==> src/rtl/apb_pkg.sv <==
// Shared constants and FSM state type for the APB register slave.
package apb_pkg;
  localparam int ADDR_W = 32;
  localparam int DATA_W = 32;
  localparam int IDX_W  = 4;
  localparam logic [IDX_W-1:0] SUM_IDX = 4'd15;

  typedef enum logic [1:0] {
    IDLE,
    SETUP,
    ACCESS
  } apb_state_e;
endpackage

==> src/rtl/apb_regfile.sv <==
// Word register storage with one write port and one combinational read port;
// the top index reads back the sum of words 0 and 1 instead of its own storage.
module apb_regfile
  import apb_pkg::*;
#(
  parameter int DEPTH = 16
) (
  input  logic              pclk,
  input  logic              preset,
  input  logic              wr_en,
  input  logic [IDX_W-1:0]  wr_idx,
  input  logic [DATA_W-1:0] wr_data,
  input  logic [IDX_W-1:0]  rd_idx,
  output logic [DATA_W-1:0] rd_data
);

  logic [DATA_W-1:0] regs_reg [DEPTH];
  logic [DATA_W-1:0] sum;

  always_ff @(posedge pclk) begin
    if (preset) begin
      for (int i = 0; i < DEPTH; i++) begin
        regs_reg[i] <= '0;
      end
    end else if (wr_en) begin
      regs_reg[wr_idx] <= wr_data;
    end
  end

  // Carry out of the add is intentionally dropped.
  assign sum     = regs_reg[0] + regs_reg[1];
  assign rd_data = (rd_idx == SUM_IDX) ? sum : regs_reg[rd_idx];

endmodule

==> src/rtl/apb_reg_slave.sv <==
// APB slave with programmable wait states in front of a small register file.
// state_reg records the phase just completed, so the access cycle is recognised
// combinationally and pready can rise in the very first access cycle.
module apb_reg_slave
  import apb_pkg::*;
#(
  parameter int WAIT_STATES = 2,
  parameter int DEPTH       = 16
) (
  input  logic              pclk,
  input  logic              preset,
  input  logic              psel,
  input  logic              penable,
  input  logic [ADDR_W-1:0] paddr,
  input  logic              pwrite,
  input  logic [DATA_W-1:0] pwdata,
  output logic [DATA_W-1:0] prdata,
  output logic              pready,
  output logic              pslverr
);

  localparam logic [2:0] WAIT_CNT = 3'(WAIT_STATES);

  apb_state_e        state_reg, state_next;
  logic [2:0]        cnt_reg, cnt_next;
  logic              access_cycle;
  logic              addr_err;
  logic              access_err;
  logic              wr_en;
  logic [IDX_W-1:0]  idx;
  logic [DATA_W-1:0] rd_data;

  assign idx        = paddr[5:2];
  assign addr_err   = (paddr[1:0] != 2'b00) || (paddr[ADDR_W-1:6] != '0);
  assign access_err = addr_err || (pwrite && (idx == SUM_IDX));

  // penable only counts once a setup phase has been seen.
  assign access_cycle = !preset && psel && penable && (state_reg != IDLE);
  assign pready       = access_cycle && (cnt_reg == WAIT_CNT);
  assign wr_en        = pready && pwrite && !access_err;
  assign pslverr      = pready && access_err;
  assign prdata       = (pready && !pwrite && !access_err) ? rd_data : '0;

  always_comb begin
    state_next = state_reg;
    cnt_next   = '0;
    unique case (state_reg)
      IDLE: begin
        if (psel && !penable) state_next = SETUP;
      end
      SETUP, ACCESS: begin
        if (!psel) begin
          state_next = IDLE;
        end else if (!penable) begin
          state_next = SETUP;
        end else if (pready) begin
          state_next = IDLE;
        end else begin
          state_next = ACCESS;
          cnt_next   = cnt_reg + 3'd1;
        end
      end
      default: state_next = IDLE;
    endcase
  end

  always_ff @(posedge pclk) begin
    if (preset) begin
      state_reg <= IDLE;
      cnt_reg   <= '0;
    end else begin
      state_reg <= state_next;
      cnt_reg   <= cnt_next;
    end
  end

  apb_regfile #(
    .DEPTH(DEPTH)
  ) u_regfile (
    .pclk   (pclk),
    .preset (preset),
    .wr_en  (wr_en),
    .wr_idx (idx),
    .wr_data(pwdata),
    .rd_idx (idx),
    .rd_data(rd_data)
  );

endmodule

==> config.mk <==
export PLATFORM = sky130hd
export DESIGN_NAME = apb_reg_slave
export DESIGN_NICKNAME = d
export VERILOG_FILES = /design/src/rtl/apb_pkg.sv /design/src/rtl/apb_regfile.sv /design/src/rtl/apb_reg_slave.sv
export SDC_FILE = /design/constraint.sdc
export NUM_CORES = 1
export LEC_CHECK = 0
export CAP_MARGIN = 30
export CORE_MARGIN = 8
export CORE_UTILIZATION = 60
export CTS_CLUSTER_SIZE = 40
export DETAILED_ROUTE_END_ITERATION = 12
export HOLD_SLACK_MARGIN = 0.02
export PLACE_DENSITY = 0.77
export SYNTH_ARGS = -nofsm -noshare
export SYNTH_HDL_FRONTEND = slang
export SYNTH_HIERARCHICAL = 1
export SYNTH_SLANG_ARGS = --single-unit
==> constraint.sdc <==
create_clock -name pclk -period 4.7 [get_ports pclk]
set_input_delay 0.705 -clock pclk [delete_from_list [all_inputs] [get_ports pclk]]
set_output_delay 0.705 -clock pclk [all_outputs]
set_load 0.1 [all_outputs]
==> summary by stage <==
Timing
Setup violations remaining at the end of the flow were counted as 0. The max-slew violation count is 0. The post-route setup TNS is 0 ns.

The slew at the pin closest to its max-slew limit is 0.755 ns. The clock skew after layout is 0.0125 ns. For this run, the top clock speed supported by timing is 217 MHz. The count of final hold-check violations came to 0.

The final critical path takes up 98.2% of the cycle. The relative slew slack is 49.5%. Final hold analysis gives a worst-case slack of 0.445 ns. The final critical path time including I/O delays and setup is 4.61 ns.

Die
The die is 221 µm tall. The die covers 49000 µm². The floorplan step set the die width to 221 µm. The initial utilization of the core area, before any placement, comes to 60.6%. The row count is 75. The core region area is 41800 µm². The number of I/O pins is 103.

Cells and area
In the layout the commonest cells are 494 x and2_1, 491 x edfxtp_1, 125 x mux4_2. The most frequent standard cell in the layout excluding fill and tap cells is and2_1. In the final design database the tool counted 1986 nets. After routing the design area is 29300 µm². The flip-flop count of the largest register after layout is 491. The register area is 14800 µm². The area growth from synthesis to layout is 15.9%. The share of post-route cells with drive strength above 1 is 21.5%.

The filler cell count is 2703. In the final layout, the multi-input gates occupy 10000 µm².

Critical path
The arrival time reported for the critical path endpoint is 3.91 ns. The category of the worst setup path launch point is a register. The type of element capturing the critical path is an output port. STA puts the critical path data required time at 3.99 ns.

Along the worst path, the maximum fanout reaches 5. The path type of the worst setup path is register to output port. The worst register-to-register path has a depth of 12.

Logic synthesis
After synthesis, the cell types taking the most area are edfxtp_1 58%, and2_1 12%, mux4_2 11%, ha_1 1.7%, clkbuf_1 1.7%. The mapped netlist covers 25300 µm². The Yosys step of the flow raised 6 warnings. The number of distinct library cells after synthesis is 68. The share of flip-flops with an asynchronous set or reset after synthesis is 0%. The register area share after synthesis is 58.7%. Synthesis inferred 496 register bits. The most frequently used flop master after synthesis is edfxtp_1. The synthesized design contains 491 enable-type register cells. The number of nets produced by synthesis is 1909. Synthesis produced 1804 cells. A synthesized cell averages 14.0 µm². The synthesized design spends more area on one cell type than any other, namely edfxtp_1. The share of the synthesized area in the top cell type is 58.3%.

Global route
The total global routing overflow is 0. The overall routing resource usage is 26.7%. The number of global-route vias before repair is 16000. The initial antenna violation count is 6.

Entering global routing, the biggest net connects 53 pins. The first global-routing pass estimated 100000 µm of wire.

Power and ir drop
The sum of internal, switching and leakage power is 0.0101 W. The analysis attributes to cell leakage a power of 10.1 nW. The maximum VDD drop is 0.236 mV. The power density over the cells is 343 nW/µm².

Run status
The flow ran to the end, and the final reports show no timing, DRC or antenna violations.

Detailed routing
The via-per-instance ratio is 6.52. The first-iteration detailed-routing DRC count is 1900. The final routed wire length divided by cell count is 27.2 µm. The routed design uses 31300 µm of met2 wire. The remaining routing DRC violations is 0. The met3 wire length is 6910 µm. The final antenna-violating net count is 0.

The highest layer touched by signal routing is met5. The routed layout has 16000 vias. In the final routing, the length of wire on met1 measures 26900 µm. For this run, the detailed router's first-pass iteration total came to 6.

The final layout contains routed wiring with a total length of 66800 µm.

Clocking
The clock latency on the worst-skew pair is 0.56 ns. The clock passes through at most 3 buffers. The root buffer cell is clkbuf_16. In this run, CTS created clock tree buffers numbering 49. After clock tree synthesis, the clock-pin slew on the worst setup and hold paths is 0.06 ns. The maximum level of the CTS H-tree is 2. TritonCTS built the clock tree. The clock net sink count is 496. The number of hold-repair buffers added at the cts stage is 0.

Hold path
The path type of the worst min-delay path is register to register. The number of cells on the worst hold path is 1.

Job
Across the run, the number of max-cap violations was 0.

Placement
Routability-driven placement finished with a final weighted congestion of 0.904. Input and output buffers added on the ports amount to 102. The cell area after placement is 27600 µm². The wire-length estimate of the detail-placed layout is 43300 µm.
## report_power, final
| part | internal, W | switching (W) | total (W) |
|---|---|---|---|
| combinational | 0.000460 | 0.000620 | 0.00108 |
| sequential | 0.00507 | 0.0000761 | 0.00514 |
| clock | 0.00224 | 0.00161 | 0.00385 |
## worst max-delay path, cell delays in order, from the launching register on
cell and delay (ns):
edfxtp_1 0.45, ha_1 0.30, a21o_1 0.12, nand4_1 0.14, a311o_1 0.45, o211ai_1 0.22, buf_4 0.17, a41oi_2 0.20
o311ai_0 0.38, nand2b_1 0.09, a21oi_1 0.19, nand4b_1 0.18, nor4_4 0.23, buf_12 0.21
## cell families after synthesis
family          count (synthesis)  share of synthesized area, %
compound gates                175                          4.47
flops                         496                          58.7
xor+xnor                       26                         0.900
mux                           166                          12.8
buf+inv                       177                          2.93
fa+ha+maj                      36                          1.81
simple gates                  728                          18.4
## per-layer routing
metal	vias to the layer above	GRT usage [%]
li1	6864	-
met5	-	0
met1	8103	37.4
met4	4	7.75
met3	116	5.14
met2	937	42.5
## cells in the mapped netlist, types with 2 or more instances
library cell,instances
xnor2_1,18
o31ai_1,2
mux2_2,14
a21oi_1,44
o21ai_0,56
mux4_2,125
nand3_1,16
nand4_1,7
o41ai_2,2
nor2b_1,3
or3_1,6
ha_1,35
dfxtp_1,5
o21bai_1,5
nor2_1,41
a21boi_1,2
a211oi_1,3
or2_2,16
nor3_1,10
nand3b_1,2
inv_1,22
nand2b_1,10
nand4b_1,33
nor4_1,7
clkbuf_1,116
and2_1,494
nor4_2,34
and3_1,2
a211o_1,2
o211ai_1,7
mux2i_1,27
edfxtp_1,491
nand2_1,38
buf_6,5
a21boi_0,9
buf_2,25
o221ai_1,9
a21o_1,11
o311ai_0,2
o21a_1,4
xor2_1,8
buf_1,7
a31oi_1,4
## path summary, 6_finish.rpt
check                                 from                        end  slack [ns]
setup / recovery  u_regfile/regs_reg[0][1]                 prdata[29]        0.09
hold / removal                  cnt_reg[0]                 cnt_reg[0]        0.45
setup reg to reg              state_reg[0]  u_regfile/regs_reg[5][23]        1.30
hold reg to reg                 cnt_reg[0]                 cnt_reg[0]        0.45
## what timing repair did
item,in CTS,in global routing
gates resized for setup,1,15
setup endpoints to repair,1,10
endpoints found under the hold margin,0,0
setup buffers,0,3
pin swaps,0,10
## area by class of cell
cell class / instances / share of cell area [%]
Tap cell: 539 / 2.30
Sequential cell: 496 / 50.6
Clock inverter: 27 / 0.972
Inverter: 22 / 0.281
Antenna cell: 2 / 0.0171
Clock buffer: 59 / 4.31
Multi-Input combinational cell: 1131 / 34.2
Timing Repair Buffer: 181 / 7.33
## metrics by stage
| step | utilization [%] | worst slack (ns) | instances |
|---|---|---|---|
| floorplan | - | -0.00274 | 1804 |
| global placement | 66.2 | 0.653 | 2366 |
| detailed placement | 66.2 | 0.596 | 2366 |
| CTS | 69.9 | 0.0274 | 2452 |
| global route | 70.3 | -0.0139 | 2456 |
| finish | 70.3 | 0.0860 | 2457 |
(Power assumes the default switching activity.)
